## src/rtl/hazard_stall_ctrl_pkg.sv

```systemverilog
`default_nettype none
//------------------------------------------------------------------------------
// Module      : hazard_stall_ctrl_pkg
// Description : Shared types and constants for the pipeline hazard/stall
//               controller: controller state encoding, the hard-wired zero
//               register index and the memory-wait counter width.
// Revision    : 1.0 - initial release
//------------------------------------------------------------------------------
package hazard_stall_ctrl_pkg;

    // Controller state: normal issue, frozen on data memory, or halted on
    // a memory timeout.
    typedef enum logic [1:0] {
        RUN      = 2'd0,
        MEM_WAIT = 2'd1,
        HALT     = 2'd2
    } hz_state_t;

    // Register index 0 is hard-wired to zero and never carries a dependency.
    localparam int unsigned REG_ZERO = '0;

    // Width of the consecutive memory-wait cycle counter.
    localparam int unsigned WAIT_W = 12;

endpackage : hazard_stall_ctrl_pkg
`default_nettype wire

```

## src/rtl/hazard_stall_ctrl_if.sv

```systemverilog
`default_nettype none
//------------------------------------------------------------------------------
// Module      : hazard_stall_ctrl_if
// Description : Bundle between the pipeline datapath and the hazard/stall
//               controller.
//               Datapath -> controller : id_rs, id_rt, id_use_rs, id_use_rt,
//                   id_ret, ex_rd, ex_rf_we, ex_mem_read, ex_branch_taken,
//                   mem_req, mem_ready
//               Controller -> datapath : pc_we, if_id_we, if_id_flush,
//                   id_ex_we, id_ex_flush, ex_mem_we, mem_wb_we, halt_err,
//                   stall_cnt, flush_cnt
//               master = datapath side, slave = controller side.
// Revision    : 1.0 - initial release
//------------------------------------------------------------------------------
interface hazard_stall_ctrl_if #(
    parameter int REG_W = 5,
    parameter int CNT_W = 16
);
    // Hazard sources
    logic [REG_W-1:0] id_rs;
    logic [REG_W-1:0] id_rt;
    logic             id_use_rs;
    logic             id_use_rt;
    logic             id_ret;
    logic [REG_W-1:0] ex_rd;
    logic             ex_rf_we;
    logic             ex_mem_read;
    logic             ex_branch_taken;
    logic             mem_req;
    logic             mem_ready;

    // Pipeline controls and status
    logic             pc_we;
    logic             if_id_we;
    logic             if_id_flush;
    logic             id_ex_we;
    logic             id_ex_flush;
    logic             ex_mem_we;
    logic             mem_wb_we;
    logic             halt_err;
    logic [CNT_W-1:0] stall_cnt;
    logic [CNT_W-1:0] flush_cnt;

    modport master (
        output id_rs, id_rt, id_use_rs, id_use_rt, id_ret,
               ex_rd, ex_rf_we, ex_mem_read, ex_branch_taken,
               mem_req, mem_ready,
        input  pc_we, if_id_we, if_id_flush, id_ex_we, id_ex_flush,
               ex_mem_we, mem_wb_we, halt_err, stall_cnt, flush_cnt
    );

    modport slave (
        input  id_rs, id_rt, id_use_rs, id_use_rt, id_ret,
               ex_rd, ex_rf_we, ex_mem_read, ex_branch_taken,
               mem_req, mem_ready,
        output pc_we, if_id_we, if_id_flush, id_ex_we, id_ex_flush,
               ex_mem_we, mem_wb_we, halt_err, stall_cnt, flush_cnt
    );

endinterface : hazard_stall_ctrl_if
`default_nettype wire

```

## src/rtl/hazard_stall_ctrl_sat_counter.sv

```systemverilog
`default_nettype none
//------------------------------------------------------------------------------
// Module      : sat_counter
// Description : W-bit up-counter that sticks at its all-ones value.
//               clk - clock, rst - synchronous active-high clear,
//               inc - count enable, q - current count.
// Revision    : 1.0 - initial release
//------------------------------------------------------------------------------
module sat_counter #(
    parameter int W = 16
) (
    input  wire logic         clk,
    input  wire logic         rst,
    input  wire logic         inc,
    output logic [W-1:0]      q
);

    logic [W-1:0] cnt_q;
    logic [W-1:0] cnt_d;

    always_comb begin
        cnt_d = cnt_q;
        if (inc && (cnt_q != {W{1'b1}})) begin
            cnt_d = cnt_q + W'(1);
        end
    end

    always_ff @(posedge clk) begin
        if (rst) begin
            cnt_q <= '0;
        end else begin
            cnt_q <= cnt_d;
        end
    end

    assign q = cnt_q;

endmodule : sat_counter
`default_nettype wire

```

## src/rtl/hazard_stall_ctrl.sv

```systemverilog
`default_nettype none
//------------------------------------------------------------------------------
// Module      : hazard_stall_ctrl
// Description : Pipeline sequencing controller for the 5-stage core. Produces
//               write-enable/flush controls for PC, IF/ID, ID/EX, EX/MEM and
//               MEM/WB from the current hazard inputs and a small state
//               machine (RUN / MEM_WAIT / HALT).
//               clk - core clock, rst - synchronous active-high reset,
//               bus - hazard_stall_ctrl_if.slave carrying all hazard inputs,
//                     pipeline controls, halt_err and the perf counters.
// Revision    : 1.0 - initial release
//------------------------------------------------------------------------------
module hazard_stall_ctrl
    import hazard_stall_ctrl_pkg::*;
#(
    parameter int REG_W       = 5,
    parameter int CNT_W       = 16,
    parameter int MEM_TIMEOUT = 255
) (
    input  wire logic          clk,
    input  wire logic          rst,
    hazard_stall_ctrl_if.slave bus
);

    hz_state_t          state_q;
    hz_state_t          state_d;
    logic [WAIT_W-1:0]  wait_cnt_q;
    logic [WAIT_W-1:0]  wait_cnt_d;

    logic               w_load_use;
    logic               w_mem_stall;
    logic               w_stall_inc;
    logic               w_flush_inc;

    logic               w_pc_we;
    logic               w_if_id_we;
    logic               w_if_id_flush;
    logic               w_id_ex_we;
    logic               w_id_ex_flush;
    logic               w_ex_mem_we;
    logic               w_mem_wb_we;

    // A load in EX whose result is needed by the ID instruction; the value is
    // only available after MEM, so ID must wait one cycle.
    assign w_load_use = bus.ex_mem_read && bus.ex_rf_we &&
                        (bus.ex_rd != REG_W'(REG_ZERO)) &&
                        ((bus.id_use_rs && (bus.id_rs == bus.ex_rd)) ||
                         (bus.id_use_rt && (bus.id_rt == bus.ex_rd)));

    assign w_mem_stall = bus.mem_req && !bus.mem_ready;

    always_comb begin
        state_d       = state_q;
        wait_cnt_d    = wait_cnt_q;
        w_stall_inc   = 1'b0;
        w_flush_inc   = 1'b0;
        w_pc_we       = 1'b1;
        w_if_id_we    = 1'b1;
        w_if_id_flush = 1'b0;
        w_id_ex_we    = 1'b1;
        w_id_ex_flush = 1'b0;
        w_ex_mem_we   = 1'b1;
        w_mem_wb_we   = 1'b1;

        if (rst) begin
            // Hold every stage and keep bubbles flowing into IF/ID and ID/EX.
            state_d       = RUN;
            wait_cnt_d    = '0;
            w_pc_we       = 1'b0;
            w_if_id_we    = 1'b0;
            w_id_ex_we    = 1'b0;
            w_ex_mem_we   = 1'b0;
            w_mem_wb_we   = 1'b0;
            w_if_id_flush = 1'b1;
            w_id_ex_flush = 1'b1;
        end else begin
            case (state_q)
                RUN, MEM_WAIT: begin
                    if ((state_q == MEM_WAIT) && !bus.mem_ready) begin
                        // Still waiting on data memory: freeze everything.
                        w_pc_we     = 1'b0;
                        w_if_id_we  = 1'b0;
                        w_id_ex_we  = 1'b0;
                        w_ex_mem_we = 1'b0;
                        w_mem_wb_we = 1'b0;
                        w_stall_inc = 1'b1;
                        wait_cnt_d  = wait_cnt_q + WAIT_W'(1);
                        if (wait_cnt_d == WAIT_W'(MEM_TIMEOUT)) begin
                            state_d = HALT;
                        end
                    end else begin
                        // Normal issue; the completing MEM_WAIT cycle lands
                        // here too so frozen branch/ret/load-use get acted on.
                        state_d    = RUN;
                        wait_cnt_d = '0;
                        if (w_mem_stall) begin
                            w_pc_we     = 1'b0;
                            w_if_id_we  = 1'b0;
                            w_id_ex_we  = 1'b0;
                            w_ex_mem_we = 1'b0;
                            w_mem_wb_we = 1'b0;
                            w_stall_inc = 1'b1;
                            wait_cnt_d  = WAIT_W'(1);
                            state_d     = (wait_cnt_d == WAIT_W'(MEM_TIMEOUT))
                                          ? HALT : MEM_WAIT;
                        end else if (bus.ex_branch_taken) begin
                            // Squash both younger instructions; PC takes the
                            // branch target.
                            w_if_id_flush = 1'b1;
                            w_id_ex_flush = 1'b1;
                            w_flush_inc   = 1'b1;
                        end else if (w_load_use) begin
                            // Hold PC and IF/ID, insert one bubble into ID/EX.
                            w_pc_we       = 1'b0;
                            w_if_id_we    = 1'b0;
                            w_id_ex_flush = 1'b1;
                            w_stall_inc   = 1'b1;
                        end else if (bus.id_ret) begin
                            // Drop the instruction fetched behind the return.
                            w_if_id_flush = 1'b1;
                            w_flush_inc   = 1'b1;
                        end
                    end
                end
                default: begin
                    // HALT (and the unused encoding) freeze the pipe until rst.
                    state_d     = HALT;
                    w_pc_we     = 1'b0;
                    w_if_id_we  = 1'b0;
                    w_id_ex_we  = 1'b0;
                    w_ex_mem_we = 1'b0;
                    w_mem_wb_we = 1'b0;
                end
            endcase
        end
    end

    always_ff @(posedge clk) begin
        if (rst) begin
            state_q    <= RUN;
            wait_cnt_q <= '0;
        end else begin
            state_q    <= state_d;
            wait_cnt_q <= wait_cnt_d;
        end
    end

    sat_counter #(.W(CNT_W)) u_stall_cnt (
        .clk (clk),
        .rst (rst),
        .inc (w_stall_inc),
        .q   (bus.stall_cnt)
    );

    sat_counter #(.W(CNT_W)) u_flush_cnt (
        .clk (clk),
        .rst (rst),
        .inc (w_flush_inc),
        .q   (bus.flush_cnt)
    );

    assign bus.pc_we       = w_pc_we;
    assign bus.if_id_we    = w_if_id_we;
    assign bus.if_id_flush = w_if_id_flush;
    assign bus.id_ex_we    = w_id_ex_we;
    assign bus.id_ex_flush = w_id_ex_flush;
    assign bus.ex_mem_we   = w_ex_mem_we;
    assign bus.mem_wb_we   = w_mem_wb_we;
    assign bus.halt_err    = (state_q == HALT) && !rst;

endmodule : hazard_stall_ctrl
`default_nettype wire

```

## src/flat_wrapper.sv

```systemverilog
// flat-port wrapper written by rule: the top's interface ports become plain ports
module hazard_stall_ctrl_flat import hazard_stall_ctrl_pkg::*;
#(
    parameter int REG_W       = 5,
    parameter int CNT_W       = 16,
    parameter int MEM_TIMEOUT = 255
)
  (clk, rst, bus_id_rs, bus_id_rt, bus_id_use_rs, bus_id_use_rt, bus_id_ret, bus_ex_rd, bus_ex_rf_we, bus_ex_mem_read, bus_ex_branch_taken, bus_mem_req, bus_mem_ready, bus_pc_we, bus_if_id_we, bus_if_id_flush, bus_id_ex_we, bus_id_ex_flush, bus_ex_mem_we, bus_mem_wb_we, bus_halt_err, bus_stall_cnt, bus_flush_cnt);
  hazard_stall_ctrl_if #(.REG_W(REG_W), .CNT_W(CNT_W)) bus_i ();
  input  wire logic clk;
  input  wire logic rst;
  input wire logic [$bits(bus_i.id_rs)-1:0] bus_id_rs;
  input wire logic [$bits(bus_i.id_rt)-1:0] bus_id_rt;
  input wire logic [$bits(bus_i.id_use_rs)-1:0] bus_id_use_rs;
  input wire logic [$bits(bus_i.id_use_rt)-1:0] bus_id_use_rt;
  input wire logic [$bits(bus_i.id_ret)-1:0] bus_id_ret;
  input wire logic [$bits(bus_i.ex_rd)-1:0] bus_ex_rd;
  input wire logic [$bits(bus_i.ex_rf_we)-1:0] bus_ex_rf_we;
  input wire logic [$bits(bus_i.ex_mem_read)-1:0] bus_ex_mem_read;
  input wire logic [$bits(bus_i.ex_branch_taken)-1:0] bus_ex_branch_taken;
  input wire logic [$bits(bus_i.mem_req)-1:0] bus_mem_req;
  input wire logic [$bits(bus_i.mem_ready)-1:0] bus_mem_ready;
  output wire logic [$bits(bus_i.pc_we)-1:0] bus_pc_we;
  output wire logic [$bits(bus_i.if_id_we)-1:0] bus_if_id_we;
  output wire logic [$bits(bus_i.if_id_flush)-1:0] bus_if_id_flush;
  output wire logic [$bits(bus_i.id_ex_we)-1:0] bus_id_ex_we;
  output wire logic [$bits(bus_i.id_ex_flush)-1:0] bus_id_ex_flush;
  output wire logic [$bits(bus_i.ex_mem_we)-1:0] bus_ex_mem_we;
  output wire logic [$bits(bus_i.mem_wb_we)-1:0] bus_mem_wb_we;
  output wire logic [$bits(bus_i.halt_err)-1:0] bus_halt_err;
  output wire logic [$bits(bus_i.stall_cnt)-1:0] bus_stall_cnt;
  output wire logic [$bits(bus_i.flush_cnt)-1:0] bus_flush_cnt;
  assign bus_i.id_rs = bus_id_rs;
  assign bus_i.id_rt = bus_id_rt;
  assign bus_i.id_use_rs = bus_id_use_rs;
  assign bus_i.id_use_rt = bus_id_use_rt;
  assign bus_i.id_ret = bus_id_ret;
  assign bus_i.ex_rd = bus_ex_rd;
  assign bus_i.ex_rf_we = bus_ex_rf_we;
  assign bus_i.ex_mem_read = bus_ex_mem_read;
  assign bus_i.ex_branch_taken = bus_ex_branch_taken;
  assign bus_i.mem_req = bus_mem_req;
  assign bus_i.mem_ready = bus_mem_ready;
  assign bus_pc_we = bus_i.pc_we;
  assign bus_if_id_we = bus_i.if_id_we;
  assign bus_if_id_flush = bus_i.if_id_flush;
  assign bus_id_ex_we = bus_i.id_ex_we;
  assign bus_id_ex_flush = bus_i.id_ex_flush;
  assign bus_ex_mem_we = bus_i.ex_mem_we;
  assign bus_mem_wb_we = bus_i.mem_wb_we;
  assign bus_halt_err = bus_i.halt_err;
  assign bus_stall_cnt = bus_i.stall_cnt;
  assign bus_flush_cnt = bus_i.flush_cnt;
  hazard_stall_ctrl #(.REG_W(REG_W), .CNT_W(CNT_W), .MEM_TIMEOUT(MEM_TIMEOUT)) u_core (.clk(clk), .rst(rst), .bus(bus_i));
endmodule
```

## config.mk

```make
export PLATFORM = sky130hd
export DESIGN_NAME = hazard_stall_ctrl_flat
export DESIGN_NICKNAME = d
export VERILOG_FILES = /design/src/rtl/hazard_stall_ctrl_pkg.sv /design/src/rtl/hazard_stall_ctrl_if.sv /design/src/rtl/hazard_stall_ctrl_sat_counter.sv /design/src/rtl/hazard_stall_ctrl.sv /design/src/flat_wrapper.sv
export SDC_FILE = /design/constraint.sdc
export NUM_CORES = 1
export LEC_CHECK = 0
export CORE_ASPECT_RATIO = 2
export CORE_MARGIN = 2
export CORE_UTILIZATION = 30
export DETAILED_ROUTE_END_ITERATION = 8
export MAX_ROUTING_LAYER = met4
export PLACE_DENSITY_LB_ADDON = 0.25
export SYNTH_ARGS = -nofsm -noshare
export SYNTH_HDL_FRONTEND = slang
export SYNTH_SLANG_ARGS = --single-unit
```

## constraint.sdc

```tcl
create_clock -name clk -period 2.32 [get_ports clk]
set_input_delay 0.58 -clock clk [delete_from_list [all_inputs] [get_ports clk]]
set_output_delay 0.58 -clock clk [all_outputs]
set_load 0.02 [all_outputs]
```

# Word level (Yosys, flattened, before mapping)
# Index checks and enable logic that the tools add are counted.
# totals
register_bits,46
out_inout_bits,40
# classes
add_sub_neg,3
bitwise_logic,1
eq_ne,9
reduce_logical,17
muxes,35
# ops
operator,n
"16-bit by 1-bit adder with 16-bit output, second input constant",2
"16-bit inequality test, second input constant",2
1-bit 2-to-1 mux,31
"12-bit by 1-bit adder with 12-bit output, second input constant",1
"12-bit by 8-bit == test with 1-bit output, second input constant",1
12-bit 2-to-1 mux,1
5-bit == test,2
1-bit logical AND,10
2-bit 2-to-1 mux,3
5-bit nonzero test,1
2-bit OR reduction,2
"3-bit inequality test, second input constant",1
"2-bit by 1-bit == test with 1-bit output, second input constant",1
"2-bit == test, second input constant",1
1-bit zero test,2
2-bit zero test,1
"2-bit inequality test, second input constant",1
1-bit logical OR,1
1-bit NOT,1

# Longest topological paths before layout
# Gate-level depths: netlist (run 1).
# logic_depth
ltp_word,11
mapped_depth,9
depth_no_buf,8

# By module
# A second synthesis (run 1) with hierarchy kept.
# hier_totals
hier_cells,352
hier_area_um2,2866.5
# by_module_without_submodules
mod,cells_per_inst,instances,area_per_inst_um2
sat_counter,99,2,848.3
hazard_stall_ctrl,154,1,1169.9

# Worst setup path before layout (run 1)
# No wires, ideal clock.
# synth_path
path_type,input-to-output
start,in bus_ex_rd[0]
end,out bus_if_id_flush
t_required_ps,1740
path_stages,6
t_arrival_ps,2030
path_slack_ps,-290
cell_sequence,or4_1 o211ai_2 inv_2 nand2_1 a21oi_1 o31ai_1
# synth_between
elab_chain_len,10
# synth_lines
item,line_no,source
from (decl),flat_wrapper.sv:17,input wire logic [$bits(bus_i.ex_rd)-1:0] bus_ex_rd;
"5-bit == test, on equally long branches","hazard_stall_ctrl.sv:47, hazard_stall_ctrl.sv:48",
"1-bit logical AND, on equally long branches","hazard_stall_ctrl.sv:47, hazard_stall_ctrl.sv:48",
1-bit logical OR,hazard_stall_ctrl.sv:47,((bus.id_use_rs && (bus.id_rs == bus.ex_rd)) ||
1-bit logical AND *,hazard_stall_ctrl.sv:46,(bus.ex_rd != REG_W'(REG_ZERO)) &&
1-bit 2-to-1 mux *,hazard_stall_ctrl.sv:112,end else if (w_load_use) begin
1-bit 2-to-1 mux *,hazard_stall_ctrl.sv:106,end else if (bus.ex_branch_taken) begin
1-bit 2-to-1 mux *,hazard_stall_ctrl.sv:96,if (w_mem_stall) begin
1-bit 2-to-1 mux *,hazard_stall_ctrl.sv:79,if ((state_q == MEM_WAIT) && !bus.mem_ready) begin
1-bit 2-to-1 mux *,hazard_stall_ctrl.sv:77,case (state_q)
1-bit 2-to-1 mux *,hazard_stall_ctrl.sv:65,if (rst) begin
to (decl),flat_wrapper.sv:25,output wire logic [$bits(bus_i.if_id_flush)-1:0] bus_if_id_flush;
# Every way passes the cells marked *; elsewhere a longest branch is shown, timed or not.

# Final worst setup path (run 1)
# layout_path
start,in bus_ex_rd[2]
end,out bus_id_ex_flush
# layout_between
elab_chain_len,10
# layout_lines
item,line_no,source
"5-bit == test, on equally long branches","hazard_stall_ctrl.sv:47, hazard_stall_ctrl.sv:48",
"1-bit logical AND, on equally long branches","hazard_stall_ctrl.sv:47, hazard_stall_ctrl.sv:48",
1-bit logical OR,hazard_stall_ctrl.sv:47,
1-bit logical AND *,hazard_stall_ctrl.sv:46,
1-bit 2-to-1 mux *,hazard_stall_ctrl.sv:112,
1-bit 2-to-1 mux *,hazard_stall_ctrl.sv:106,
1-bit 2-to-1 mux *,hazard_stall_ctrl.sv:96,
1-bit 2-to-1 mux *,hazard_stall_ctrl.sv:79,
1-bit 2-to-1 mux *,hazard_stall_ctrl.sv:77,
1-bit 2-to-1 mux *,hazard_stall_ctrl.sv:65,
to (decl),flat_wrapper.sv:27,output wire logic [$bits(bus_i.id_ex_flush)-1:0] bus_id_ex_flush;
# Marked as above.

==> flow_summary.toml, run 1 <==
[clocking]
insertion_delay_ns = 0.29
clk_pin_slew_worst_paths_ns = 0.07
cts_sinks = 46
cts_buffers = 5
root_buffer = "clkbuf_16"
clk_path_buf_depth = 2
holdBufCountCts = 0
cts_tree = "built"
h-tree-depth = 2

[detailed_routing]
totalWireLength_um = 7080
drt_first_pass_iters = 4
wl_per_cell_um = 14.0
drcViolationCount = 0
vias_per_cell = 4.97
route.vias.total = 2520
ant_nets = 0
drtIter0Drc = 83

[sta]
rsz0062_at_grt = "yes"
skew_ns = 0.00554
finalSetupViolations = 4
tns_ns = -0.575
fin_crit_ns = 2.48
fmax_mhz = 403
hold_ws_ns = 0.501
worst_slack_ns = -0.162
finalCritPeriodShare_pct = 107
final_hold_viol_count = 0
worst_pin_slew_ns = 0.354
drv_slew = 0
maxSlewHeadroom_pct = 76.2

[floorplanning]
fp.dieH_um = 133
pin_count = 65
dieArea_um2 = 9060
fp-row-count = 47
fp.coreArea_um2 = 8170
initial_core_util_pct = 30.4
die_w_um = 68.3

[place]
port_buffers = 64
dp_worst_setup_slack_ns = -1.01
dpl.hpwl_um = 5530
placedCellCount = 491
gp_congestion = 0.837
dpl-instance-area_um2 = 3500

[power]
p_per_area_nw_per_um2 = 497
p_leak_nw = 1.46
irDropWorstVdd_mv = 0.369
power_mw = 1.90

[final_layout]
drive_gt1_share_pct = 24.0
fin_util_pct = 46.9
area_delta_synth_final_pct = 54.4
instances_no_fill = 507
diodes = 0
fin_nets = 437
final_area_um2 = 3830

[flow_run]
maxCapViolCount = 0

[setup_path]
required_ns = 1.74
crit_type = "input pin to primary output"
cp_max_fo = 2
cp-start-kind = "input pin"
end_kind = "primary output"
critPathArrivalTime_ns = 1.90

[worst_hold_path]
hp-class = "flip-flop to flip-flop"

[synthesis]
yosysUniqueCellTypes = 44
yosysWarnings = 0
syn_avg_cell_area_um2 = 8.17
ys_seq_elements = 46
syn-cell-area_um2 = 2480
synthCells = 304
ys_seq_area_share_pct = 37.1
syn_nets = 333

[status]
failed_checks = "setup timing"
status = "complete, but fails checks"

[global_route]
antenna_found_initial = 0
grt_pass1_vias = 2498
grt_pass1_wl_um = 11800
grt_max_degree = 22
overflow = 0
track_usage_pct = 17.4
==> report_power, final <==
part | total, mW | internal [mW] | switching (mW) | leakage (nW)
registers | 0.804 | 0.797 | 0.00678 | 0.371
logic | 0.271 | 0.147 | 0.124 | 1.01
clock network | 0.829 | 0.508 | 0.321 | 0.0760
==> layout by cell type (no fill, tap or decap), types with 9 or more instances in the layout <==
master / synthesis / final
nand2_1: 27 / 26
buf_4: 4 / 40
nor2_1: 38 / 35
dfxtp_1: 46 / 46
or3_1: 9 / 9
xor2_1: 14 / 14
dlygate4sd2_1: 0 / 9
nand3_1: 12 / 12
nand4_1: 18 / 18
buf_6: 1 / 16
a21oi_1: 13 / 11
clkdlybuf4s50_1: 0 / 37
and3_1: 10 / 10
xnor2_1: 24 / 19
o21ai_0: 19 / 19
==> sequential cells by signal (all words and copies together) (netlist names) <==
name,flops
u_core.state_q,2
u_core.u_flush_cnt.q,16
u_core.u_stall_cnt.q,16
u_core.wait_cnt_q,12
==> per-layer routing <==
metal	vias to the layer above	track usage, %	share of wire [%]	wire length (µm)
li1	1275	-	-	-
met1	1193	16.3	36	2520
met2	38	32.5	59	4190
met3	14	3.32	2.9	202
met4	0	7.22	2.3	166
met5	-	-	0	0
==> cell families (layout without fill, tap and decap cells) <==
group / after synthesis / count (layout) / share of synthesized area, %
xor gates and xnor gates: 38 / 38 / 13.4
DFF: 46 / 46 / 37.1
and+or+nand+nor: 140 / 140 / 28.2
adders and majority gates: 4 / 4 / 2.02
buffers and inverters: 22 / 127 / 4.23
muxes: 4 / 4 / 1.61
AOI/OAI and AO/OA: 50 / 50 / 13.5
==> final timing paths <==
path         slack (ns)                       to                  from  cells after the start
max               -0.16          bus_id_ex_flush          bus_ex_rd[2]                      8
min                0.50     u_core.wait_cnt_q[1]  u_core.wait_cnt_q[1]                      2
max reg2reg        0.19  u_core.u_flush_cnt.q[8]     u_core.state_q[0]                     12
min reg2reg        0.50     u_core.wait_cnt_q[1]  u_core.wait_cnt_q[1]                      2
==> synth_stat cells, drive strengths merged <==
library cell	n	share of area [%]
or3	9	2.3
o22ai	1	0.50
and3	10	2.5
a31oi	3	1.4
clkbuf	8	1.2
o211a	1	0.40
a21oi	13	2.6
xor2	14	4.9
and4	2	0.71
nand3	12	2.4
nor3b	1	0.30
ha	4	2.0
or2	1	0.25
o31ai	5	1.5
nor2	38	5.7
nand3b	1	0.30
o21ai	19	3.8
a32oi	1	0.66
o311ai	1	0.35
nand2b	2	0.50
or3b	1	0.35
inv	7	1.1
and2	2	0.50
nor3	9	1.8
or4	2	0.60
a41o	1	0.40
nor2b	1	0.25
xnor2	24	8.5
o221ai	1	0.35
o21a	1	0.30
nor4	3	0.76
o211ai	2	0.81
a22o	1	0.35
buf	7	2.0
dfxtp	46	37
nand4	18	4.5
nand2	28	4.3
mux2i	4	1.6
==> worst max-delay path, stage by stage <==
cell,delay (ns)
buf_6,0.09
or4_4,0.53
o211ai_2,0.16
inv_2,0.06
buf_6,0.12
a21oi_4,0.12
o31ai_2,0.07
buf_4,0.17
==> repair_timing <==
action / CTS / global route
setup buffers: 6 / 2
endpoints found under the setup margin: 38 / 33
pin swaps: 23 / 17
resized for setup: 82 / 26
==> final cells by class <==
type | instances | area [µm²]
flip-flops and latches | 46 | 921
multi-input cells | 236 | 1580
repair buffers | 112 | 1010
well taps | 98 | 123
fillers | 829 | 4340
clock buffers | 5 | 125
clock inverters | 3 | 45.0
inverters | 7 | 26.3
(Power assumes the default switching activity.)
==> run 2: changes to the inputs <==
- CORE_MARGIN: 2 -> unset
- CTS_CLUSTER_DIAMETER: unset -> 60
- clock period: 2.32 -> 2.8 ns (I/O delays scaled with it)
==> run 2 against run 1 <==
Against the previous run:
- the run now ends clean
- die area shrank 4.4%
- largest cell class unchanged
- sequential power shrank 17%
- combinational power shrank 28%
- register-to-register slack gained 0.44 ns
- clock power shrank 30%
- count of clock-buffer cells in the layout grew 1
- sequential share of layout area grew 1.2 points
- via count shrank 2.3%
- largest power group is now registers
- first-iteration DRC count shrank 30%
- hold slack lost 0.00059 ns
- final cell count shrank 3.2%
- clock skew shrank 0.00056 ns
==> flow_summary.toml, run 2 (synthesis gave the netlist of run 1 again) <==
[setup_path]
r2r-end = "u_core.u_stall_cnt.q[8]"
critPathArrivalTime_ns = 2.05
rrSetupSlack_ns = 0.63
rr_worst_depth = 8
required_ns = 2.10
critPathMaxStageDelay_ns = 0.52
cp-startpoint = "bus_ex_rd[0]"
critPathCapture = "bus_if_id_flush"
r2r_start = "u_core.u_stall_cnt.q[3]"
crit_type = "input pin to primary output"
crit_chain = "buf_6 -> or4_4 -> o211ai_2 -> inv_2 -> nand2_2 -> a21oi_2 -> o31ai_2 -> buf_4"
slowest_stage = "or4_4"
cp_max_fo = 2
end_kind = "primary output"
cp-start-kind = "input pin"

[place]
placedCellCount = 484
port_buffers = 64
gp_congestion = 0.814
dpl-instance-area_um2 = 3430
dpl.hpwl_um = 5140

[power]
p_per_area_nw_per_um2 = 397
p_leak_nw = 1.41
p_int_mw = 1.11
p_seq_share_pct = 46.3
irDropWorstVdd_mv = 0.210
p_comb_share_pct = 13.4
power_frac_clock_pct = 40.3
power.switching_mw = 0.336
switching_share_pct = 23.2
power_mw = 1.45

[final_layout]
final_common_cell = "dfxtp_1"
fill_cells = 838
instances_no_fill = 491
final_area_um2 = 3640
fin_nets = 425
drive_gt1_share_pct = 18.5
area_delta_synth_final_pct = 46.8
diodes = 0
layout_common_cells = "dfxtp_1, clkdlybuf4s50_1, nor2_1, buf_4, nand2_1"

[floorplanning]
pin_count = 65
fp-row-count = 46
die_w_um = 66.3
initial_core_util_pct = 31.0
dieArea_um2 = 8660
fp.coreArea_um2 = 8000
fp.dieH_um = 131

[global_route]
grt_max_degree = 24
grt_pass1_wl_um = 11100
antenna_found_initial = 0
grtUsageMet1_pct = 17.0
gr-max-usage-layer = "met2"
grtUsageMet3_pct = 2.69
track_usage_pct = 17.3
global_route.usage.met2_pct = 32.8
grt_pass1_vias = 2407
overflow = 0

[clocking]
insertion_delay_ns = 0.29
clk_pin_slew_worst_paths_ns = 0.06
root_buffer = "clkbuf_16"
clk_path_buf_depth = 2
h-tree-depth = 2
cts_buffers = 5
cts_tree = "built"
cts_sinks = 46
holdBufCountCts = 0

[detailed_routing]
ant_nets = 0
drt_first_pass_iters = 4
drcViolationCount = 0
drtIter0Drc = 58
totalWireLength_um = 6710
wl_per_cell_um = 13.7
vias_per_cell = 5.01
route.vias.total = 2462

[sta]
finalSetupViolations = 0
finalCritPeriodShare_pct = 98.3
final_hold_viol_count = 0
hold_ws_ns = 0.501
rsz0062_at_grt = "yes"
maxSlewHeadroom_pct = 69.4
drv_slew = 0
worst_pin_slew_ns = 0.455
skew_ns = 0.00498
fmax_mhz = 363
fin_crit_ns = 2.75

[flow_run]
maxCapViolCount = 0

[worst_hold_path]
min_from = "u_core.wait_cnt_q[0]"
hp-class = "flip-flop to flip-flop"
holdPathStages = 2

[status]
status = "finished clean"
==> run 2: changes by cell type in the layout (fill, tap and decap cells not counted), sizes merged <==
cell	previous run	this run
clkbuf	8	9
dlymetal6s2s	1	3
clkdlybuf4s50	37	39
clkinvlp	2	0
buf	58	42
bufinv	1	0
==> run 2: worst max-delay path: cells and delay by family <==
| kind | cells | cell delay [ns] |
|---|---|---|
| buffers and inverters | 3 | 0.32 |
| AOI/OAI and AO/OA | 3 | 0.43 |
| and+or+nand+nor | 2 | 0.60 |
==> run 2: power by group through the flow <==
stage / Sequential [mW] / Clock, mW / Combinational, mW
6_report: 0.669 / 0.583 / 0.194
3_3_place_gp: 0.684 / 0 / 0.188
5_1_grt: 0.670 / 0.626 / 0.209
4_1_cts: 0.669 / 0.598 / 0.191
2_1_floorplan: 0.688 / 0 / 0.0784
3_5_place_dp: 0.684 / 0 / 0.189
==> run 2: layout make-up <==
| type | instances | area [µm²] | share of cell area, % |
|---|---|---|---|
| multi-input combinational | 236 | 1540 | 42.1 |
| sequential | 46 | 921 | 25.3 |
| timing repair buffer | 100 | 902 | 24.8 |
| clock buffer | 6 | 139 | 3.81 |
| tap | 96 | 120 | 3.30 |
| inverter | 7 | 26.3 | 0.721 |
==> run 2: through the flow <==
stage / TNS (ns) / setup slack [ns] / util [%]
4_1_cts: -0.0710 / -0.0396 / 45.2
2_1_floorplan: 0 / 0.0362 / -
3_5_place_dp: -7.98 / -0.741 / 42.9
5_1_grt: -0.0345 / -0.0345 / 45.5
6_report: 0 / 0.0487 / 45.5
3_3_place_gp: -7.13 / -0.745 / 42.9
==> run 2: worst min path at each step <==
stage	slack, ns	endpoint
after CTS	0.50	u_core.wait_cnt_q[0]
after floorplan	0.47	u_core.wait_cnt_q[0]
final	0.50	u_core.wait_cnt_q[0]
after global routing	0.54	u_core.wait_cnt_q[0]
after detailed placement	0.49	u_core.wait_cnt_q[0]
after global placement	0.48	u_core.wait_cnt_q[0]
==> run 2: layer usage <==
| layer | vias to the layer above | wire (µm) | share of wire, % |
|---|---|---|---|
| li1 | 1252 | - | - |
| met1 | 1140 | 2520 | 37 |
| met2 | 61 | 3840 | 57 |
| met3 | 9 | 244 | 3.6 |
| met4 | 0 | 114 | 1.7 |
| met5 | - | 0 | 0 |
==> run 2: timing repair <==
action | CTS | global route
gates cloned | 0 | 0
setup buffers | 1 | 0
gates resized for setup | 59 | 19
pin swaps | 6 | 13
endpoints found under the hold margin | 0 | 0
setup endpoints to repair | 9 | 4
